$ cat src/rtl/compare_flag_gen_pkg.sv
// Shared types and constants for the comparison flag generator and its consumer.
package compare_flag_gen_pkg;

  typedef enum logic {
    IDLE = 1'b0,
    RUN  = 1'b1
  } state_t;

  // Comparison opcodes interpreted by the downstream comparison unit.
  localparam logic [2:0] OPC_SGE = 3'b001;
  localparam logic [2:0] OPC_SLT = 3'b010;
  localparam logic [2:0] OPC_NE  = 3'b011;
  localparam logic [2:0] OPC_EQ  = 3'b100;
  localparam logic [2:0] OPC_UGE = 3'b101;
  localparam logic [2:0] OPC_ULT = 3'b110;

  function automatic logic opcodeValid(input logic [2:0] opc);
    return (opc == OPC_SGE) || (opc == OPC_SLT) || (opc == OPC_NE) ||
           (opc == OPC_EQ)  || (opc == OPC_UGE) || (opc == OPC_ULT);
  endfunction

endpackage

$ cat src/rtl/compare_flag_gen_chunk_subtractor.sv
// One CHUNK-wide slice of A + ~B + cin, with carry-out and all-zero detect.
module chunk_subtractor #(
  parameter int CHUNK = 8
) (
  input  logic [CHUNK-1:0] a,
  input  logic [CHUNK-1:0] b,
  input  logic             cin,
  output logic [CHUNK-1:0] sum,
  output logic             cout,
  output logic             zero
);

  always_comb begin
    {cout, sum} = {1'b0, a} + {1'b0, ~b} + {{CHUNK{1'b0}}, cin};
    zero        = (sum == '0);
  end

endmodule

$ cat src/rtl/compare_flag_gen.sv
// Multi-cycle A - B flag generator: one CHUNK slice per cycle, start/busy/done handshake.
module compare_flag_gen
  import compare_flag_gen_pkg::*;
#(
  parameter int WIDTH = 32,
  parameter int CHUNK = 8
) (
  input  logic             clk,
  input  logic             rst,
  input  logic             start,
  input  logic [WIDTH-1:0] operand_a,
  input  logic [WIDTH-1:0] operand_b,
  input  logic [2:0]       opcode_in,
  output logic             busy,
  output logic             done,
  output logic             flags_valid,
  output logic             carry_flag,
  output logic             zero_flag,
  output logic             diff,
  output logic             a_sign,
  output logic             b_sign,
  output logic [2:0]       opcode_out
);

  localparam int NCHUNK = WIDTH / CHUNK;
  localparam int IDXW   = (NCHUNK > 1) ? $clog2(NCHUNK) : 1;
  localparam logic [IDXW-1:0] LAST_IDX = IDXW'(NCHUNK - 1);

  state_t            state, stateNext;
  logic [WIDTH-1:0]  aReg, bReg;
  logic [IDXW-1:0]   chunkIdx;
  logic              runCarry, runZero;
  logic [2:0]        opcodeLat;
  logic [CHUNK-1:0]  chunkSum;
  logic              chunkCout, chunkZero;
  logic              lastChunk;

  // Operands shift right each cycle, so the active chunk is always in the low bits
  // and on the last chunk the low slice holds the original top bits (sign included).
  chunk_subtractor #(.CHUNK(CHUNK)) uSub (
    .a    (aReg[CHUNK-1:0]),
    .b    (bReg[CHUNK-1:0]),
    .cin  (runCarry),
    .sum  (chunkSum),
    .cout (chunkCout),
    .zero (chunkZero)
  );

  assign lastChunk = (chunkIdx == LAST_IDX);
  assign busy      = (state == RUN);

  always_ff @(posedge clk or posedge rst) begin
    if (rst) state <= IDLE;
    else     state <= stateNext;
  end

  always_comb begin
    stateNext = state;
    case (state)
      IDLE:    if (start)     stateNext = RUN;
      RUN:     if (lastChunk) stateNext = IDLE;
      default:                stateNext = IDLE;
    endcase
  end

  always_ff @(posedge clk or posedge rst) begin
    if (rst) begin
      aReg        <= '0;
      bReg        <= '0;
      chunkIdx    <= '0;
      runCarry    <= 1'b0;
      runZero     <= 1'b0;
      opcodeLat   <= '0;
      done        <= 1'b0;
      flags_valid <= 1'b0;
      carry_flag  <= 1'b0;
      zero_flag   <= 1'b0;
      diff        <= 1'b0;
      a_sign      <= 1'b0;
      b_sign      <= 1'b0;
      opcode_out  <= '0;
    end else begin
      done <= 1'b0;
      if (state == IDLE && start) begin
        aReg        <= operand_a;
        bReg        <= operand_b;
        opcodeLat   <= opcode_in;
        chunkIdx    <= '0;
        runCarry    <= 1'b1;
        runZero     <= 1'b1;
        flags_valid <= 1'b0;
      end else if (state == RUN) begin
        aReg     <= aReg >> CHUNK;
        bReg     <= bReg >> CHUNK;
        runCarry <= chunkCout;
        runZero  <= runZero & chunkZero;
        chunkIdx <= chunkIdx + 1'b1;
        if (lastChunk) begin
          chunkIdx    <= '0;
          carry_flag  <= chunkCout;
          zero_flag   <= runZero & chunkZero;
          diff        <= chunkSum[CHUNK-1];
          a_sign      <= aReg[CHUNK-1];
          b_sign      <= bReg[CHUNK-1];
          opcode_out  <= opcodeLat;
          done        <= 1'b1;
          flags_valid <= 1'b1;
        end
      end
    end
  end

  zeroDetectConsistent: assert property (@(posedge clk) disable iff (rst)
    chunkZero == (chunkSum == '0));

endmodule

$ cat config.mk
export PLATFORM = sky130hd
export DESIGN_NAME = compare_flag_gen
export DESIGN_NICKNAME = d
export VERILOG_FILES = /design/src/rtl/compare_flag_gen_pkg.sv /design/src/rtl/compare_flag_gen_chunk_subtractor.sv /design/src/rtl/compare_flag_gen.sv
export SDC_FILE = /design/constraint.sdc
export NUM_CORES = 1
export LEC_CHECK = 0
export ABC_AREA = 1
export ABC_CLOCK_PERIOD_IN_PS = 6080
export CAP_MARGIN = 40
export CELL_PAD_IN_SITES_DETAIL_PLACEMENT = 0
export CELL_PAD_IN_SITES_GLOBAL_PLACEMENT = 2
export CORE_UTILIZATION = 32
export DETAILED_ROUTE_END_ITERATION = 10
export PLACE_DENSITY = 0.84
export SLEW_MARGIN = 30
export SYNTH_ARGS = -nofsm -noshare
export SYNTH_HDL_FRONTEND = slang
export SYNTH_HIERARCHICAL = 1
export SYNTH_SLANG_ARGS = --single-unit
$ cat constraint.sdc
create_clock -name clk -period 6.08 [get_ports clk]
set_clock_uncertainty 0.1 [all_clocks]
set_input_delay 0.912 -clock clk [delete_from_list [all_inputs] [get_ports clk]]
set_output_delay 0.912 -clock clk [all_outputs]
set_load 0.1 [all_outputs]
### Word-level counts from Yosys, hierarchy flattened

Cells that the tools add are included.
W data, S select, Z words.

* output and inout port bits: 11
* input port bits: 70
* flip-flop bits (word level): 82
* logic and storage cells: 49

* eq/ne operators: 1
* mux-type cells: 20
* bitwise gates (word level): 4
* $add $sub $neg: 3
* reductions and logical operators: 6

Operators by type and width (count)
* $mux W32: 4
* $mux W1: 12
* $add A8 B8 Y9: 1
* $add A9 B1 Y9: 1
* $logic_not A8 Y1: 1
* $not A8 Y8: 1
* $mux W2: 3
* $reduce_bool A2 Y1: 2
* $reduce_and A3 Y1: 1
* $add A2 B1 Y2 const B: 1
* $eq A2 B2 Y1 const B: 1
* $not A1 Y1: 2
* $pmux W1 S2: 1
* $reduce_and A2 Y1: 1
* $and A1 B1 Y1: 1
* $logic_and A1 B1 Y1: 1

### Depth between registers and ports, before layout

Gate-level depths: netlist (run 1).

* depth after elaboration: 7
* mapped depth: 15
* gate-level depth less buffers: 15

### Modules after synthesis

Netlist (run 1), hierarchy kept.

By module, submodules not included
* compare_flag_gen: cells an instance 411, instances 1, area an instance 3562.2 µm²
* chunk_subtractor: cells an instance 92, instances 1, area an instance 515.5 µm²

### Worst setup path before layout (run 1)

OpenSTA, ideal clock, no wires.

* path type: flip-flop to flip-flop
* start point: register aReg[0]
* end point: register runZero
* data arrival time: 1.735 ns
* library setup time: 0.126 ns
* slack: 4.119 ns
* stages on the path, launching flop included: 12
* buffers on the path: 0
* path through: dfrtp_1 fa_1 inv_1 fa_1 nand2_1 nor2_1 nand3_1 nor2_2 nand2_1 nor2_2 nand2_1 nand3_1

* longest elaborated chain between the ends: 6

Ends and longest elaborated chain
* start, declared: RTL line compare_flag_gen.sv:30 `logic [WIDTH-1:0] aReg, bReg;`
* start signal, assigned: RTL line compare_flag_gen.sv:85 `aReg <= operand_a;`
* start signal, assigned: RTL line compare_flag_gen.sv:93 `aReg <= aReg >> CHUNK;`
* $add A8 B8 Y9: RTL line compare_flag_gen_chunk_subtractor.sv:14 `{cout, sum} = {1'b0, a} + {1'b0, ~b} + {{CHUNK{1'b0}}, cin};`
* $add A9 B1 Y9: RTL line compare_flag_gen_chunk_subtractor.sv:14
* $logic_not A8 Y1: RTL line compare_flag_gen_chunk_subtractor.sv:15 `zero = (sum == '0);`
* named net chunkZero: RTL line compare_flag_gen.sv:35 `logic chunkCout, chunkZero;`
* $and A1 B1 Y1: RTL line compare_flag_gen.sv:96 `runZero <= runZero & chunkZero;`
* $mux W1: RTL line compare_flag_gen.sv:92 `end else if (state == RUN) begin`
* $mux W1: RTL line compare_flag_gen.sv:84 `if (state == IDLE && start) begin`
* end signal, assigned: RTL line compare_flag_gen.sv:96
* end, declared: RTL line compare_flag_gen.sv:32 `logic runCarry, runZero;`

The timed path passes the listed nets, and every way through them passes these cells. The select of a mux whose other input is x is not followed.
A chain may end at the register's enable or synchronous reset.

### Worst setup path in the final report (run 1)

* start point: register state (netlist: busy)
* end point: output port busy

RTL lines
* start, declared: RTL line compare_flag_gen.sv:29 `state_t state, stateNext;`
* start signal, assigned: RTL line compare_flag_gen.sv:54 `else state <= stateNext;`
* end, declared: RTL line compare_flag_gen.sv:14 `output logic busy,`

No word-level cell between the ends.

==> impl_metrics.ini, run 1 <==
[clocking]
cts-root-buf = clkbuf_16
cts.sinks = 82
clk_pin_slew_ns = 0.06
cts_resized = 0
cts.hold.buffers_added = 0
postCtsSetupBuffers = 0
cts_buffers = 9
worstSkewPairLatency_ns = 0.34
cts_tree = done
cts_max_path_buffers = 2
cts_max_level = 3

[timing]
drv_slew = 0
worst_pin_slew_ns = 0.765
setup_tns_ns = 0
setup_slack_ns = 3.62
slew_headroom_pct = 49.0
timing.final.crit_period_ns = 2.46
max_freq_mhz = 406
period_share_pct = 40.5
rsz0062_at_grt = false
finalSetupViolations = 0
hold_viol = 0

[finish]
postLayoutCellArea_um2 = 5430
instances_no_fill = 749
syn2layout_area_growth_pct = 33.6
nets = 657
drive_gt1_share_pct = 9.29
antenna-diode-count = 0

[placement]
placed_cells = 732
placed_area_um2 = 5090
portBuffers = 80
gp_congestion = 0.737
hpwlAfterDp_um = 6580
pre_cts_ws_ns = 3.48

[worst_setup_path]
start_kind = register
crit_type = register to output pin
crit_fanout = 2
crit_path_end_kind = output pin
cp.arrival_ns = 1.45
worstPathRequired_ns = 5.07

[synthesis]
synth_nets = 580
synth_warnings = 6
syn_area_um2 = 4060
synth.avg_cell_area_um2 = 8.14
netlist_instances = 499

[power]
powerDensity_nw_per_um2 = 507
p_leak_nw = 2.67
ir_drop_mv = 0.260

[global_routing]
globalRoute.totalOverflow = 0
grtUsageTotal_pct = 16.4
grt_max_degree = 71
antenna_found_initial = 0
grt_pass1_vias = 3371
grt_first_pass_wirelength_um = 16700

[route]
via_per_inst = 4.55
wl_met2_um = 4580
ant_nets = 0
drc_errors = 0
num_vias = 3410
drt-total-wl_um = 9800
drt_iter0_markers = 204
dr.max_layer_used = met4
wl_per_cell_um = 13.1
wl_met1_um = 4730
dr_wl_met3_um = 317
firstDrtPassIters = 4

[floorplanning]
dieArea_um2 = 13200
fp.dieW_um = 115
core_area_um2 = 12200
start_util_pct = 33.3
num_io_pins = 81
core.rowCount = 40
dieHeight_um = 115

[outcome]
status = finished, final reports clean

[min_path]
hp-class = register to register

[run]
max_cap_viol_count = 0
registers in the layout, indices dropped and copies added (netlist names), 2 cells and up:
name	flops
aReg	32
bReg	32
opcodeLat	3
opcode_out	3
chunkIdx	2
cells in the final DEF, fill, tap and decap left out:
master / instances
buf_4: 3
inv_4: 1
nor2_1: 9
buf_8: 11
o21ai_1: 1
clkdlybuf4s50_1: 79
dfrtp_1: 81
nand3_1: 127
fa_1: 2
clkbuf_16: 9
nor2_2: 3
a21oi_2: 1
clkinv_1: 2
or2_4: 1
a21oi_1: 3
bufinv_16: 2
buf_12: 2
buf_2: 1
nor2_8: 1
inv_1: 27
nand3_2: 5
clkinv_2: 5
dfrtp_2: 1
ha_1: 9
nand2_1: 185
nand3b_1: 2
nand2_2: 7
clkbuf_8: 1
path summary, 6_finish.rpt:
check,from,end,slack (ns),cells after the start
setup / recovery,busy,busy,3.62,2
max in group asynchronous,rst,busy,4.18,4
hold / removal,aReg[25],aReg[25],0.37,2
setup reg to reg,bReg[0],zero_flag,3.90,15
min in group asynchronous,rst,zero_flag,0.73,2
hold reg to reg,aReg[25],aReg[25],0.37,2
metal layers:
metal / up-vias / global-route usage [%]
li1: 1761 / -
met2: 65 / 25.9
met1: 1572 / 22.8
met3: 12 / 2.44
met5: - / 0
met4: 0 / 6.49
through the flow:
stage / total power, mW / hold slack [ns] / utilization [%]
detailed placement: 2.19 / 0.359 / 41.7
CTS: 2.79 / 0.374 / 44.3
global placement: 2.08 / 0.354 / 40.1
floorplan: 1.82 / 0.342 / -
finish: 2.75 / 0.367 / 44.4
global route: 2.98 / 0.397 / 44.4
final cells by class:
type,count,area (µm²)
Timing Repair Buffer,96,1020
Sequential cell,82,2050
Clock buffer,10,239
Clock inverter,6,80.1
Multi-Input combinational cell,356,1700
Fill cell,1286,6780
Tap cell,168,210
Inverter,31,120
where the power goes:
part / internal, mW / switching, mW
combinational: 0.482 / 0.838
sequential: 0.735 / 0.114
clock: 0.368 / 0.215
total: 1.58 / 1.17
worst max-delay path, stage by stage (launching register included):
cell and delay, ns:
dfrtp_2 0.38, clkdlybuf4s50_1 0.53, buf_8 0.21
No activity file was read; power rests on OpenSTA's default activity.
==> run 2, diff against run 1 <==
--- a/config.mk
+++ b/config.mk
@@ -6,13 +6,13 @@
 export NUM_CORES = 1
 export LEC_CHECK = 0
 export ABC_AREA = 1
-export ABC_CLOCK_PERIOD_IN_PS = 6080
+export ABC_CLOCK_PERIOD_IN_PS = 2000
 export CAP_MARGIN = 40
 export CELL_PAD_IN_SITES_DETAIL_PLACEMENT = 0
 export CELL_PAD_IN_SITES_GLOBAL_PLACEMENT = 2
-export CORE_UTILIZATION = 32
+export CORE_UTILIZATION = 27
 export DETAILED_ROUTE_END_ITERATION = 10
-export PLACE_DENSITY = 0.84
+export PLACE_DENSITY = 0.76
 export SLEW_MARGIN = 30
 export SYNTH_ARGS = -nofsm -noshare
 export SYNTH_HDL_FRONTEND = slang
==> constraint.sdc (replaced) <==
create_clock -name clk -period 2 [get_ports clk]
set_clock_uncertainty 0.1 [all_clocks]
set_input_delay 0.3 -clock clk [delete_from_list [all_inputs] [get_ports clk]]
set_output_delay 0.3 -clock clk [all_outputs]
set_load 0.1 [all_outputs]
==> run 2 against run 1 <==
Core utilization down 7.8 points. The run now ends with negative setup slack left. Flip-flop and latch count unchanged. Total power rose to 3.0 times the previous value. First-iteration DRC count down 25%. Combinational power rose to 3.0 times the previous value. Register-to-register slack worse by 3.9 ns. Global-route usage down 2.5 points. Sequential share of layout area up 0.60 points. Largest power group unchanged. Via count up 1.2%.
==> impl_metrics.ini, run 2 (synthesis gave the netlist of run 1 again) <==
[worst_setup_path]
start_kind = register
crit_type = register to register
worst_path_largest_cell_delay_ns = 0.51
worstPathRequired_ns = 2.16
cpLargestDelayFamily = adder cells
cp.arrival_ns = 2.16
path_cells = inv_2, fa_2, inv_2, fa_2, nand2_1, nor2_1, nand3_1, nor2_2, nand2_1, nor2_2, nand2_1, o21ai_1
cp_num_buf_inv = 2
crit_path_end_kind = register
slowest_stage = fa_2
cp_common_cell = nand2_1
crit_fanout = 2

[placement]
gp_congestion = 0.748
portBuffers = 80
hpwlAfterDp_um = 7360
pre_cts_ws_ns = -0.0891

[power]
p_int_mw = 4.69
pwr-share-clk_pct = 21.2
powerDensity_nw_per_um2 = 1560
combPwrFrac_pct = 47.2
ir_drop_mv = 0.733
p_switching_mw = 3.62
p_leak_nw = 2.63
seq_power_share_pct = 31.6
netSwitchingFraction_pct = 43.6

[finish]
final_cell_mix = nand2_1 (180), nand3_1 (127), dfrtp_1 (81), clkdlybuf4s50_1 (68), inv_1 (24)
drive_gt1_share_pct = 12.0
fillers = 1548
final_common_cell = nand2_1
top_regs = aReg (32), bReg (32)
syn2layout_area_growth_pct = 31.5
antenna-diode-count = 0
nets = 653

[clocking]
clk_pin_slew_ns = 0.06
worstSkewPairLatency_ns = 0.33
cts.hold.buffers_added = 0
cts_max_level = 3
cts-root-buf = clkbuf_16
cts_max_path_buffers = 2
cts.sinks = 82
cts_buffers = 9
cts_tree = done

[floorplanning]
fp.dieW_um = 125
core.rowCount = 44
dieHeight_um = 125
start_util_pct = 27.8
core_area_um2 = 14600
dieArea_um2 = 15500
num_io_pins = 81

[timing]
slew_headroom_pct = 68.3
worst_pin_slew_ns = 0.476
rsz0062_at_grt = true
max_freq_mhz = 500
drv_slew = 0
setup_slack_ns = -0.000227
period_share_pct = 100
hold_viol = 0
timing.final.crit_period_ns = 2.00
setup_tns_ns = -0.000227
finalSetupViolations = 1

[route]
num_vias = 3451
wl_per_cell_um = 13.7
drc_errors = 0
drt-total-wl_um = 10400
via_per_inst = 4.53
ant_nets = 0
firstDrtPassIters = 4
drt_iter0_markers = 152

[outcome]
status = finished with violations
violations = negative setup slack

[global_routing]
grt_max_degree = 83
grtUsageTotal_pct = 14.0
grt_pass1_vias = 3430
grt_first_pass_wirelength_um = 17200
antenna_found_initial = 1
globalRoute.totalOverflow = 0

[run]
max_cap_viol_count = 0

[min_path]
hp-class = primary input to asynchronous set/reset pin
[run 2: cell count changes in the layout (fill, tap and decap cells not counted), moves of 2 or more]
| cell | previous run | this run |
|---|---|---|
| nand2_1 | 185 | 180 |
| inv_2 | 0 | 4 |
| clkbuf_1 | 0 | 2 |
| fa_2 | 0 | 2 |
| buf_4 | 3 | 19 |
| buf_8 | 11 | 0 |
| nand2_2 | 7 | 12 |
| clkinv_2 | 5 | 2 |
| buf_12 | 2 | 4 |
| fa_1 | 2 | 0 |
| clkdlybuf4s50_1 | 79 | 68 |
| inv_1 | 27 | 24 |
[run 2: per-stage QoR]
step	instances	hold WS [ns]	utilization, %	area (µm²)	power (mW)
6_report	761	0.316	36.6	5340	8.31
5_1_grt	761	0.365	36.6	5340	9.00
4_1_cts	761	0.323	36.5	5330	8.34
3_5_place_dp	744	0.359	34.3	5010	6.51
3_3_place_gp	744	0.354	34.3	5010	6.47
2_1_floorplan	499	0.342	-	4070	5.55
[run 2: final timing paths]
check | startpoint | end | slack [ns] | cells after the start
setup / recovery | bReg[0] | zero_flag | -0.0002 | 12
setup reg to reg | bReg[0] | zero_flag | -0.0002 | 12
hold reg to reg | aReg[31] | aReg[31] | 0.37 | 2
max in group asynchronous | rst | busy | 1.07 | 3
hold / removal | rst | aReg[13] | 0.32 | 3
min in group clk | start | aReg[24] | 0.33 | 3
[run 2: metal layers]
metal  wire, µm  up-vias  GRT usage [%]  share of wire (%)
met5         13        -              0               0.12
met4        164        2           5.46                1.6
li1           -     1753              -                  -
met2       4830       62           22.0                 46
met1       4960     1619           19.0                 48
met3        445       15           2.62                4.3
[run 2: cell type report]
class	instances	area, µm²	share of cell area [%]
sequential	82	2050	38.4
inverter	31	120	2.25
clock inverter	5	78.8	1.48
clock buffer	11	233	4.36
multi-input combinational	356	1720	32.2
timing repair buffer	92	908	17.0
tap	184	230	4.31
[run 2: power by group through the flow]
stage	Sequential [mW]	Clock, mW	Combinational (mW)
2_1_floorplan	3.09	0	2.45
3_3_place_gp	2.65	0	3.82
3_5_place_dp	2.65	0	3.86
4_1_cts	2.63	1.80	3.91
5_1_grt	2.71	1.86	4.43
6_report	2.63	1.76	3.92
[run 2: what timing repair did]
| item | CTS | global route |
|---|---|---|
| pin swaps | 5 | 3 |
| gates resized for setup | 4 | 6 |
| setup buffers | 1 | 0 |
| setup endpoints to repair | 4 | 4 |
[run 2: worst register-to-register path, delay by kind of cell, from the launching register on]
kind | cells | cell delay [ns]
AO/OA/AOI/OAI | 1 | 0.11
adder cells (fa/ha/maj) | 2 | 0.72
buffers and inverters | 2 | 0.10
flip-flops | 1 | 0.39
AND/OR/NAND/NOR | 7 | 0.51
==> run 3, diff against run 2 <==
--- a/config.mk
+++ b/config.mk
@@ -10,6 +10,7 @@
 export CAP_MARGIN = 40
 export CELL_PAD_IN_SITES_DETAIL_PLACEMENT = 0
 export CELL_PAD_IN_SITES_GLOBAL_PLACEMENT = 2
+export CORE_ASPECT_RATIO = 1.4
 export CORE_UTILIZATION = 27
 export DETAILED_ROUTE_END_ITERATION = 10
 export PLACE_DENSITY = 0.76
@@ -18,3 +19,4 @@
 export SYNTH_HDL_FRONTEND = slang
 export SYNTH_HIERARCHICAL = 1
 export SYNTH_SLANG_ARGS = --single-unit
+export TNS_END_PERCENT = 1
==> run 3 against run 2 <==
The run still ends with negative setup slack left. Core utilization up 0.13 points. Flip-flop and latch count unchanged. Fmax down 3.2%. Critical endpoint unchanged. Largest cell class unchanged.
==> impl_metrics.ini, run 3 (synthesis gave the netlist of run 1 again) <==
[timing]
setup_tns_ns = -0.0829
timing.final.crit_period_ns = 2.07
rsz0062_at_grt = true
setup_slack_ns = -0.0672
drv_slew = 0
worst_pin_slew_ns = 0.463
whs_ns = 0.315
slew_headroom_pct = 69.1
max_freq_mhz = 484
period_share_pct = 103
finalSetupViolations = 2
hold_viol = 0

[floorplanning]
num_io_pins = 81
fp.dieW_um = 106
core.rowCount = 52
start_util_pct = 27.9
dieHeight_um = 147
dieArea_um2 = 15500
core_area_um2 = 14600

[placement]
hpwlAfterDp_um = 7630
gp_congestion = 0.782
portBuffers = 80

[route]
drc_errors = 0
ant_nets = 0
wl_per_cell_um = 14.2
drt_iter0_markers = 225
via_per_inst = 4.50
firstDrtPassIters = 4
num_vias = 3435
drt-total-wl_um = 10800

[worst_setup_path]
worstPathRequired_ns = 2.15
crit_path_start = bReg[0]
start_kind = register
crit_type = register to register
crit_fanout = 2
r2r-start = bReg[0]
r2r_setup_slack_ns = -0.07
crit_path_end_kind = register
cp.arrival_ns = 2.22

[clocking]
cts_max_level = 3
worstSkewPairLatency_ns = 0.33
cts_max_path_buffers = 2
cts-root-buf = clkbuf_16
cts.sinks = 82
cts.hold.buffers_added = 0
cts_tree = done
clk_pin_slew_ns = 0.06
cts_buffers = 9

[finish]
fillers = 1572
seq_area_um2 = 2050
fin_util_pct = 36.8
syn2layout_area_growth_pct = 31.8
final_cell_mix = nand2_1 (182), nand3_1 (126), dfrtp_1 (81), clkdlybuf4s50_1 (68), inv_1 (24)
nets = 651
top_regs = aReg (32), bReg (32)
final_common_cell = nand2_1
drive_gt1_share_pct = 11.7
antenna-diode-count = 0
multi_input_area_um2 = 1720

[power]
combPwrFrac_pct = 48.8
powerDensity_nw_per_um2 = 1540
ir_drop_mv = 1.01
pwr-share-clk_pct = 19.5
netSwitchingFraction_pct = 44.4
p_int_mw = 4.58
total_power_mw = 8.24
p_switching_mw = 3.66
seq_power_share_pct = 31.7
p_leak_nw = 2.63

[min_path]
hp-class = primary input to asynchronous set/reset pin

[outcome]
violations = negative setup slack
status = finished with violations

[run]
max_cap_viol_count = 0

[global_routing]
grt_max_degree = 83
grt_pass1_vias = 3571
antenna_found_initial = 0
globalRoute.totalOverflow = 0
grt_first_pass_wirelength_um = 18100
grtUsageTotal_pct = 15.1
## run 3: cell count changes in the layout (fill, tap and decap cells not counted), moves of 2 or more
cell and delta:
buf_4 -6, nand2_1 +2, nand2_2 -2, clkbuf_1 -2, buf_12 +4, clkinv_2 +2
## run 3: routing by layer
layer | wire (µm) | global-route usage (%) | vias up
li1 | - | - | 1749
met2 | 5660 | 26.3 | 59
met5 | 0 | 0 | -
met3 | 342 | 2.88 | 6
met1 | 4670 | 18.8 | 1621
met4 | 129 | 4.17 | 0
## run 3: final timing paths
check / to / depth (start not counted)
worst max-delay path: zero_flag / 12
worst min-delay path: aReg[30] / 3
worst max register to register: zero_flag / 12
worst min register to register: b_sign / 2
max in group asynchronous: bReg[22] / 3
min in group clk: aReg[24] / 3
## run 3: what timing repair did
item | in CTS | in global routing
pin swaps | 2 | 1
setup buffers | 1 | 0
resized for setup | 5 | 4
endpoints found under the setup margin | 4 | 4
## run 3: power by group through the flow
stage | registers [mW] | clock network (mW) | logic (mW)
2_1_floorplan | 3.09 | 0 | 2.45
3_3_place_gp | 2.63 | 0 | 3.92
4_1_cts | 2.62 | 1.65 | 4.01
3_5_place_dp | 2.64 | 0 | 3.95
5_1_grt | 2.71 | 1.73 | 4.53
6_report | 2.62 | 1.60 | 4.02
## run 3: cell type report
| class | instances | area share [%] |
|---|---|---|
| flip-flops and latches | 82 | 38.3 |
| multi-input cells | 356 | 32.1 |
| repair buffers | 90 | 17.6 |
| well taps | 189 | 4.41 |
| clock buffers | 9 | 4.20 |
| inverters | 31 | 2.24 |
| clock inverters | 6 | 1.10 |
## run 3: stage by stage
step / setup slack [ns] / cell area [µm²] / cells
floorplan: 0.0649 / 4070 / 499
global placement: -0.0336 / 5050 / 747
detailed placement: -0.130 / 5050 / 747
CTS: -0.0865 / 5340 / 763
global route: -0.175 / 5360 / 763
finish: -0.0672 / 5360 / 763
## run 3: worst max-delay path: stages, from the launching register on
cell and delay, ns:
dfrtp_1 0.39, inv_2 0.06, fa_2 0.20, inv_2 0.04, fa_2 0.51, nand2_1 0.06
nor2_1 0.11, nand3_1 0.09, nor2_2 0.09, nand2_1 0.06, nor2_2 0.08, nand2_1 0.07
o21ai_1 0.13
